`config.mk`:
```
export PLATFORM = sky130hd
export DESIGN_NAME = muldiv_unit
export DESIGN_NICKNAME = d
export VERILOG_FILES = /design/src/rtl/muldiv_pkg.sv /design/src/rtl/muldiv_step.sv /design/src/rtl/muldiv_unit.sv
export SDC_FILE = /design/constraint.sdc
export NUM_CORES = 1
export LEC_CHECK = 0
export ABC_AREA = 0
export BUFFER_PORTS_ARGS = -buffer_cell sky130_fd_sc_hd__buf_2
export CORE_UTILIZATION = 35
export DETAILED_ROUTE_END_ITERATION = 8
export SLEW_MARGIN = 20
export SYNTH_ARGS = -nofsm -noshare
export SYNTH_HDL_FRONTEND = slang
export SYNTH_SLANG_ARGS = --single-unit
```
`constraint.sdc`:
```
create_clock -name clk -period 7.75 [get_ports clk]
set_clock_uncertainty 0.2 [all_clocks]
set_input_delay 1.9375 -clock clk [delete_from_list [all_inputs] [get_ports clk]]
set_output_delay 1.9375 -clock clk [all_outputs]
set_load 0.01 [all_outputs]
```
`src/rtl/muldiv_pkg.sv`:
```
// muldiv_pkg: shared types for the iterative multiply/divide unit.
// Holds the op encoding, FSM states and the step-counter width helper.
package muldiv_pkg;

    typedef enum logic [1:0] {
        MULTU = 2'b00,
        MULT  = 2'b01,
        DIVU  = 2'b10,
        DIV   = 2'b11
    } op_e;

    typedef enum logic [1:0] {
        IDLE = 2'b00,
        RUN  = 2'b01,
        FIN  = 2'b10
    } state_e;

    function automatic int cnt_w(input int width);
        return $clog2(width + 1);
    endfunction

endpackage

```
`src/rtl/muldiv_step.sv`:
```
// muldiv_step: one combinational iteration of shift-add or restoring shift-subtract.
// Ports: acc/sr/opnd state in, div selects divide, acc_n/sr_n next state out.
module muldiv_step
    import muldiv_pkg::*;
#(
    parameter int WIDTH = 32
) (
    input  logic [WIDTH-1:0] acc,
    input  logic [WIDTH-1:0] sr,
    input  logic [WIDTH-1:0] opnd,
    input  logic             div,
    output logic [WIDTH-1:0] acc_n,
    output logic [WIDTH-1:0] sr_n
);

    logic [WIDTH:0]   sum;
    logic [WIDTH:0]   rem_sh;
    logic [WIDTH-1:0] diff;
    logic             ge;

    always_comb begin
        sum    = {1'b0, acc} + (sr[0] ? {1'b0, opnd} : '0);
        rem_sh = {acc, sr[WIDTH-1]};
        ge     = rem_sh >= {1'b0, opnd};
        // Partial remainder stays below the divisor, so the low bits suffice.
        diff   = rem_sh[WIDTH-1:0] - opnd;
        if (div) begin
            acc_n = ge ? diff : rem_sh[WIDTH-1:0];
            sr_n  = {sr[WIDTH-2:0], ge};
        end else begin
            acc_n = sum[WIDTH:1];
            sr_n  = {sum[0], sr[WIDTH-1:1]};
        end
    end

endmodule

```
`src/rtl/muldiv_unit.sv`:
```
// muldiv_unit: iterative MULT/MULTU/DIV/DIVU with HI/LO, WIDTH+1 cycle latency.
// Ports: clk, reset, start/op/srca/srcb, hiwrite/lowrite/wd -> busy, done, divzero, hi, lo.
// Define MULDIV_SIGNED_EN to enable signed MULT/DIV; otherwise op[0] is ignored.
module muldiv_unit
    import muldiv_pkg::*;
#(
    parameter int WIDTH = 32
) (
    input  logic             clk,
    input  logic             reset,
    input  logic             start,
    input  logic [1:0]       op,
    input  logic [WIDTH-1:0] srca,
    input  logic [WIDTH-1:0] srcb,
    input  logic             hiwrite,
    input  logic             lowrite,
    input  logic [WIDTH-1:0] wd,
    output logic             busy,
    output logic             done,
    output logic             divzero,
    output logic [WIDTH-1:0] hi,
    output logic [WIDTH-1:0] lo
);

    localparam int CW = cnt_w(WIDTH);
`ifdef MULDIV_SIGNED_EN
    localparam bit SGN_EN = 1'b1;
`else
    localparam bit SGN_EN = 1'b0;
`endif

    state_e             state_q, state_d;
    op_e                op_c;
    logic [WIDTH-1:0]   acc_q, sr_q, opnd_q;
    logic [WIDTH-1:0]   acc_n, sr_n;
    logic [CW-1:0]      cnt_q;
    logic               div_q, neg_q_q, neg_r_q;
    logic               sgn, sa, sb, last, dz;
    logic [WIDTH-1:0]   mag_a, mag_b;
    logic [2*WIDTH-1:0] prod, prod_c;
    logic [WIDTH-1:0]   q_c, r_c, res_hi, res_lo;

    assign op_c  = op_e'(op);
    assign sgn   = SGN_EN && (op_c == MULT || op_c == DIV);
    assign sa    = sgn & srca[WIDTH-1];
    assign sb    = sgn & srcb[WIDTH-1];
    assign mag_a = sa ? -srca : srca;
    assign mag_b = sb ? -srcb : srcb;
    assign last  = (cnt_q == CW'(WIDTH - 1));
    assign busy  = (state_q != IDLE);

    muldiv_step #(.WIDTH(WIDTH)) u_step (
        .acc   (acc_q),
        .sr    (sr_q),
        .opnd  (opnd_q),
        .div   (div_q),
        .acc_n (acc_n),
        .sr_n  (sr_n)
    );

    // Divide by zero leaves |srca| as remainder; re-signing it restores srca.
    // Overflow (most-negative / -1) falls out of the magnitude path naturally.
    always_comb begin
        dz     = div_q && (opnd_q == '0);
        prod   = {acc_q, sr_q};
        prod_c = neg_q_q ? -prod : prod;
        q_c    = dz ? '1 : (neg_q_q ? -sr_q : sr_q);
        r_c    = neg_r_q ? -acc_q : acc_q;
        res_hi = div_q ? r_c : prod_c[2*WIDTH-1:WIDTH];
        res_lo = div_q ? q_c : prod_c[WIDTH-1:0];
    end

    always_ff @(posedge clk or posedge reset) begin
        if (reset) state_q <= IDLE;
        else       state_q <= state_d;
    end

    always_comb begin
        state_d = state_q;
        unique case (state_q)
            IDLE:    if (start) state_d = RUN;
            RUN:     if (last) state_d = FIN;
            FIN:     state_d = IDLE;
            default: state_d = IDLE;
        endcase
    end

    always_ff @(posedge clk or posedge reset) begin
        if (reset) begin
            acc_q   <= '0;
            sr_q    <= '0;
            opnd_q  <= '0;
            cnt_q   <= '0;
            div_q   <= 1'b0;
            neg_q_q <= 1'b0;
            neg_r_q <= 1'b0;
            hi      <= '0;
            lo      <= '0;
            done    <= 1'b0;
            divzero <= 1'b0;
        end else begin
            done <= 1'b0;
            unique case (state_q)
                IDLE: begin
                    if (start) begin
                        acc_q   <= '0;
                        sr_q    <= mag_a;
                        opnd_q  <= mag_b;
                        cnt_q   <= '0;
                        div_q   <= op[1];
                        neg_q_q <= sa ^ sb;
                        neg_r_q <= sa;
                    end else begin
                        if (hiwrite) hi <= wd;
                        if (lowrite) lo <= wd;
                    end
                end
                RUN: begin
                    acc_q <= acc_n;
                    sr_q  <= sr_n;
                    cnt_q <= cnt_q + CW'(1);
                end
                FIN: begin
                    hi      <= res_hi;
                    lo      <= res_lo;
                    done    <= 1'b1;
                    divzero <= dz;
                end
                default: ;
            endcase
        end
    end

endmodule
```
# Word-level counts from Yosys, hierarchy flattened
# Cells that the tools add are included.
# classes
reduce_logical	11
n_lt_le_gt_ge	1
eq_ne	8
addsub	3
mux	22
# op_table
cell	count
two-way mux 32 bit	12
one-hot mux 32 bit (2 select lines)	4
adder 32 x 33 -> 33 bit	1
>= comparator 33 x 32 -> 1 bit	1
zero test 32 bit	1
subtractor 32 bit	1
one-hot mux 6 bit (2 select lines)	1
inequality test 2 bit, second input constant	5
adder 6 x 1 -> 6 bit, second input constant	1
== test 6 x 5 -> 1 bit, second input constant	1
two-way mux 6 bit	1
AND reduction 2 bit	3
AND reduction 3 bit	2
nonzero test 2 bit	3
two-way mux 2 bit	2
one-hot mux 2 bit (2 select lines)	1
== test 2 x 1 -> 1 bit, second input constant	1
== test 2 bit, second input constant	1
zero test 2 bit	1
logical AND 1 bit	1
two-way mux 1 bit	1
# totals
register_bits	171
word_cells	55

# Longest topological paths before layout
# logic_depth
depth_word	5
mapped_depth	13

# Cells and area by module
# Synthesis repeated with hierarchy kept, for this count alone.
# hier_totals
cells_unflattened	1434
hier_area_um2	12590.8
# modules_own_cells
mod	instances	cells_per_inst	seq_area_each_um2	area_each_um2
muldiv_unit	1	729	4279.1	7723.7
muldiv_step	1	705	0.0	4867.2

# Worst setup path after synthesis
# No wires, ideal clock.
# synth_timing
path_type	in2reg
startpoint	input start
endpoint	register hi[10]
setup_slack_ns	4.275
cell_stages	6
arrival_time_ns	3.141
required_time_ns	7.416
cell_sequence	nor2_1 > and2_1 > clkbuf_1 > buf_1 > mux2i_1 > o21ai_0
# synth_via
elab_chain_cells	2
# synth_rtl
item	line_no	text
start: declaration	muldiv_unit.sv:11	input logic start,
inequality test 2 bit (no source line)	-	
AND reduction 3 bit (no source line)	-	
end signal: assignment	muldiv_unit.sv:114	if (hiwrite) hi <= wd;
end signal: assignment	muldiv_unit.sv:124	hi <= res_hi;
end: declaration	muldiv_unit.sv:21	output logic [WIDTH-1:0] hi,
# Every way passes these cells.
# A chain may end at the register's enable or synchronous reset.

# Final worst setup path
# layout_timing
startpoint	register sr_q[0]
endpoint	register acc_q[31]
# layout_via
elab_chain_cells	4
# layout_rtl
item	line_no	text
start: declaration	muldiv_unit.sv:34	logic [WIDTH-1:0] acc_q, sr_q, opnd_q;
start signal: assignment	muldiv_unit.sv:107	sr_q <= mag_a;
start signal: assignment	muldiv_unit.sv:120	sr_q <= sr_n;
two-way mux 32 bit	muldiv_step.sv:22	sum = {1'b0, acc} + (sr[0] ? {1'b0, opnd} : '0);
adder 32 x 33 -> 33 bit	muldiv_step.sv:22	
two-way mux 32 bit	muldiv_step.sv:27	if (div) begin
one-hot mux 32 bit (2 select lines)	muldiv_unit.sv:103	unique case (state_q)
end signal: assignment	muldiv_unit.sv:119	acc_q <= acc_n;
end: declaration	muldiv_unit.sv:34	
# Every way passes these cells.

==> impl_metrics.csv <==
group,metric,value,unit
yosys,synth_area,11900,µm²
layout,design_area,13500,µm²
routing,via_count,11000,
timing,hold_violations,0,
worst_setup_path,crit_path_end_kind,"flip-flop",
clock_network,htree_levels,4,
die,die_h,186,µm
yosys,ys_async_sr_fraction,100,%
layout,fin_cells,2023,
clock_network,path_clk_slew,0.07,ns
clock_network,cts_tree,"done",
yosys,synth_nets,1620,
yosys,ys_types,75,
layout,fin_nets,1731,
clock_network,cts_root_buf,"clkbuf_16",
yosys,yosys_warnings,0,
timing,drv_slew,0,
worst_setup_path,cp_max_fo,35,
placed_design,place_ws,3.52,ns
clock_network,cts_hold_buffers,0,
worst_setup_path,critPathMaxStageDelay,1.06,ns
placed_design,place_congestion,0.900,
die,core_area,33400,µm²
timing,period_needed,4.37,ns
yosys,ys_seq_elements,171,
timing,max_slew.worst_pin.slew,1.09,ns
routing,wl_per_cell,18.0,µm
die,io_pins,170,
yosys,synth_fa_ha_area_share,7.18,%
timing,holdWs,0.282,ns
die,num_rows,67,
global_route,grt-ovfl-total,0,
worst_setup_path,reg2reg_slack,3.38,ns
clock_network,cts-buffers-inserted,17,
worst_setup_path,setup.worst_path.end,"acc_q[31]",
worst_setup_path,r2r_cells,13,
yosys,syn_inst,1450,
timing,finalSetupViolCount,0,
timing,final.setup.worst_slack,3.38,ns
routing,first_pass_iters,5,
timing,fmax,229,MHz
yosys,synth-simple-area-share,21.1,%
min_path,hold_path.class,"reg2reg",
power_and_ir_drop,pwr_density_cell,447,nW/µm²
placed_design,placed_cell_area,13000,µm²
global_route,grt_pass1_vias,10300,
global_route,grtUsageTotal,21.1,%
global_route,grt_max_degree,102,
routing,viasPerCell,5.44,
routing,wl,36400,µm
layout,drive_gt1_share,15.6,%
clock_network,clockBufferDepth,2,
worst_setup_path,critPathKind,"reg2reg",
die,die_w,186,µm
outcome,status,"finished clean",
routing,final_antenna_net_count,0,
placed_design,hpwl,26300,µm
timing,rsz0062_at_grt,"no",
routing,post-route-drc-count,0,
worst_setup_path,worstPathRequired,7.86,ns
yosys,yosys-mux-area-fraction,3.97,%
yosys,synth_compound_area_share,22.6,%
yosys,synth_xor_area_share,3.83,%
clock_network,post_cts_buffers,0,
worst_setup_path,r2r-start,"sr_q[0]",
worst_setup_path,critPathLaunchType,"flip-flop",
yosys,synth_seq_area_share,36.0,%
clock_network,clk_latency,0.44,ns
yosys,syn_area_per_cell,8.20,µm²
die,die-area,34700,µm²
worst_setup_path,crit_slowest_cell,"dfrtp_1",
placed_design,port_buffers,168,
timing,final.setup.tns,0,ns
yosys,synth-edff-count,0,
timing,maxSlewHeadroom,27.6,%
job,maxCapViolations,0,
routing,drt_iter0_drc,819,
worst_setup_path,path_cells,"and2_1 -> ha_1 -> inv_1 -> fa_1 -> nor2b_1 -> o31a_1 -> o211ai_2 -> a21oi_1 -> a211oi_2 -> nor2_1 -> a31oi_1 -> o21a_1 -> o41ai_1",
global_route,antenna_found_initial,1,
worst_setup_path,crit_arrival,4.49,ns
power_and_ir_drop,p_leak,6.01,nW
clock_network,cts-resized-gates,0,
timing,finalCritPeriodShare,56.4,%
yosys,ys_dominant_reg_cell,"dfrtp_1",
clock_network,clock_sinks,171,
global_route,grt_pass1_wl,56600,µm
power_and_ir_drop,peakVddDrop,190,µV
worst_setup_path,startpoint,"sr_q[0]",
worst_setup_path,worstReg2RegEnd,"acc_q[31]",
die,start_util,35.5,%
layout,syn2layout_area_growth,14.0,%
placed_design,placed_cells,1990,
yosys,synth_top_family_by_area,"compound AO/OA/AOI/OAI gates",
-- critical path: cells and delay by family, from the launching register on --
family	cells	cell delay (ns)
AO/OA/AOI/OAI	7	1.53
adder cells (fa/ha/maj)	2	0.58
buffers and inverters	1	0.07
flip-flops	1	1.06
AND/OR/NAND/NOR	3	0.80
-- final cells by class --
class,count,area (µm²)
Tap cell,448,561
Fill cell,3419,19900
Sequential cell,171,4280
Inverter,55,211
Clock inverter,14,135
Clock buffer,18,439
Antenna cell,1,2.50
Multi-Input combinational cell,1137,6990
Timing Repair Buffer,179,923
-- cell usage after synthesis (all sizes together) (5+ instances only) --
cell	n	share of area [%]
nand2	274	8.7
clkbuf	74	2.9
o21a	8	0.51
a21o	26	1.6
nor4	11	0.58
nand4	20	1.1
o41ai	6	0.57
a31oi	67	3.6
nor2b	37	1.9
buf	13	0.67
xnor2	37	2.7
xor2	15	1.1
o21ai	139	5.9
and3	8	0.47
dfrtp	171	36
ha	65	6.8
nor2	74	2.4
o211ai	12	0.80
o21bai	10	0.63
mux2i	46	3.9
and2	39	2.1
a211oi	40	2.6
nand3	25	1.1
nor3	36	1.5
a221o	6	0.51
a21oi	84	3.6
a22oi	5	0.32
inv	55	1.7
nand2b	7	0.37
-- power breakdown --
| group | internal (mW) | switching, mW | total [mW] |
|---|---|---|---|
| clock | 0.433 | 0.418 | 0.850 |
| sequential | 1.22 | 0.429 | 1.65 |
| combinational | 1.50 | 2.05 | 3.55 |
| total | 3.15 | 2.90 | 6.05 |
-- cells in the final DEF, fill, tap and decap left out, drive strengths merged, types with 5 or more instances in the layout --
cell | Yosys | routed
o21a | 8 | 8
and2 | 39 | 39
o21ai | 139 | 139
a21o | 26 | 26
mux2i | 46 | 46
clkbuf | 74 | 18
and3 | 8 | 8
a31oi | 67 | 67
nand3 | 25 | 25
xor2 | 15 | 15
a22oi | 5 | 5
inv | 55 | 60
a21oi | 84 | 84
xnor2 | 37 | 37
nor3 | 36 | 36
nor2b | 37 | 37
nand2b | 7 | 7
o21bai | 10 | 10
clkinv | 0 | 6
dfrtp | 171 | 171
o41ai | 6 | 6
a221o | 6 | 6
ha | 65 | 65
buf | 13 | 179
nor4 | 11 | 11
nand4 | 20 | 20
o211ai | 12 | 12
nand2 | 274 | 274
nor2 | 74 | 74
a211oi | 40 | 40
-- kinds of logic after synthesis --
kind of cell | Yosys count
XOR/XNOR | 52
multiplexers | 47
adder cells (fa/ha/maj) | 67
AO/OA/AOI/OAI | 425
buffers and inverters | 142
flip-flops | 171
AND/OR/NAND/NOR | 546
-- flip-flops by register name, indices dropped and copies added, names as in the netlist --
name,count
lo,32
cnt_q,6
divzero,1
done,1
sr_q,32
state_q,2
opnd_q,32
div_q,1
hi,32
acc_q,32
-- metal layers --
layer  part of all wire, %  up-vias  wire length (µm)  global-route usage, %
met5                 0.027        -                10                      0
met4                   2.2        2               806                   6.59
met3                   6.1       48              2240                   3.72
met2                    44      347             16100                   33.1
met1                    47     5245             17300                   29.3
li1                      -     5371                 -                      -
-- per-stage QoR --
stage	utilization, %	power, mW
floorplan	-	4.27
global placement	38.8	5.08
detailed placement	38.8	5.14
CTS	40.5	6.02
global route	40.5	6.53
finish	40.5	6.05
-- how the worst min path moves through the flow --
stage	startpoint	endpoint	depth (start not counted)
finish	divzero	divzero	2
global route	divzero	divzero	2
CTS	divzero	divzero	2
detailed placement	divzero	divzero	2
global placement	divzero	divzero	2
floorplan	cnt_q[5]	state_q[1]	1
Power figures use the tool's default switching activity.
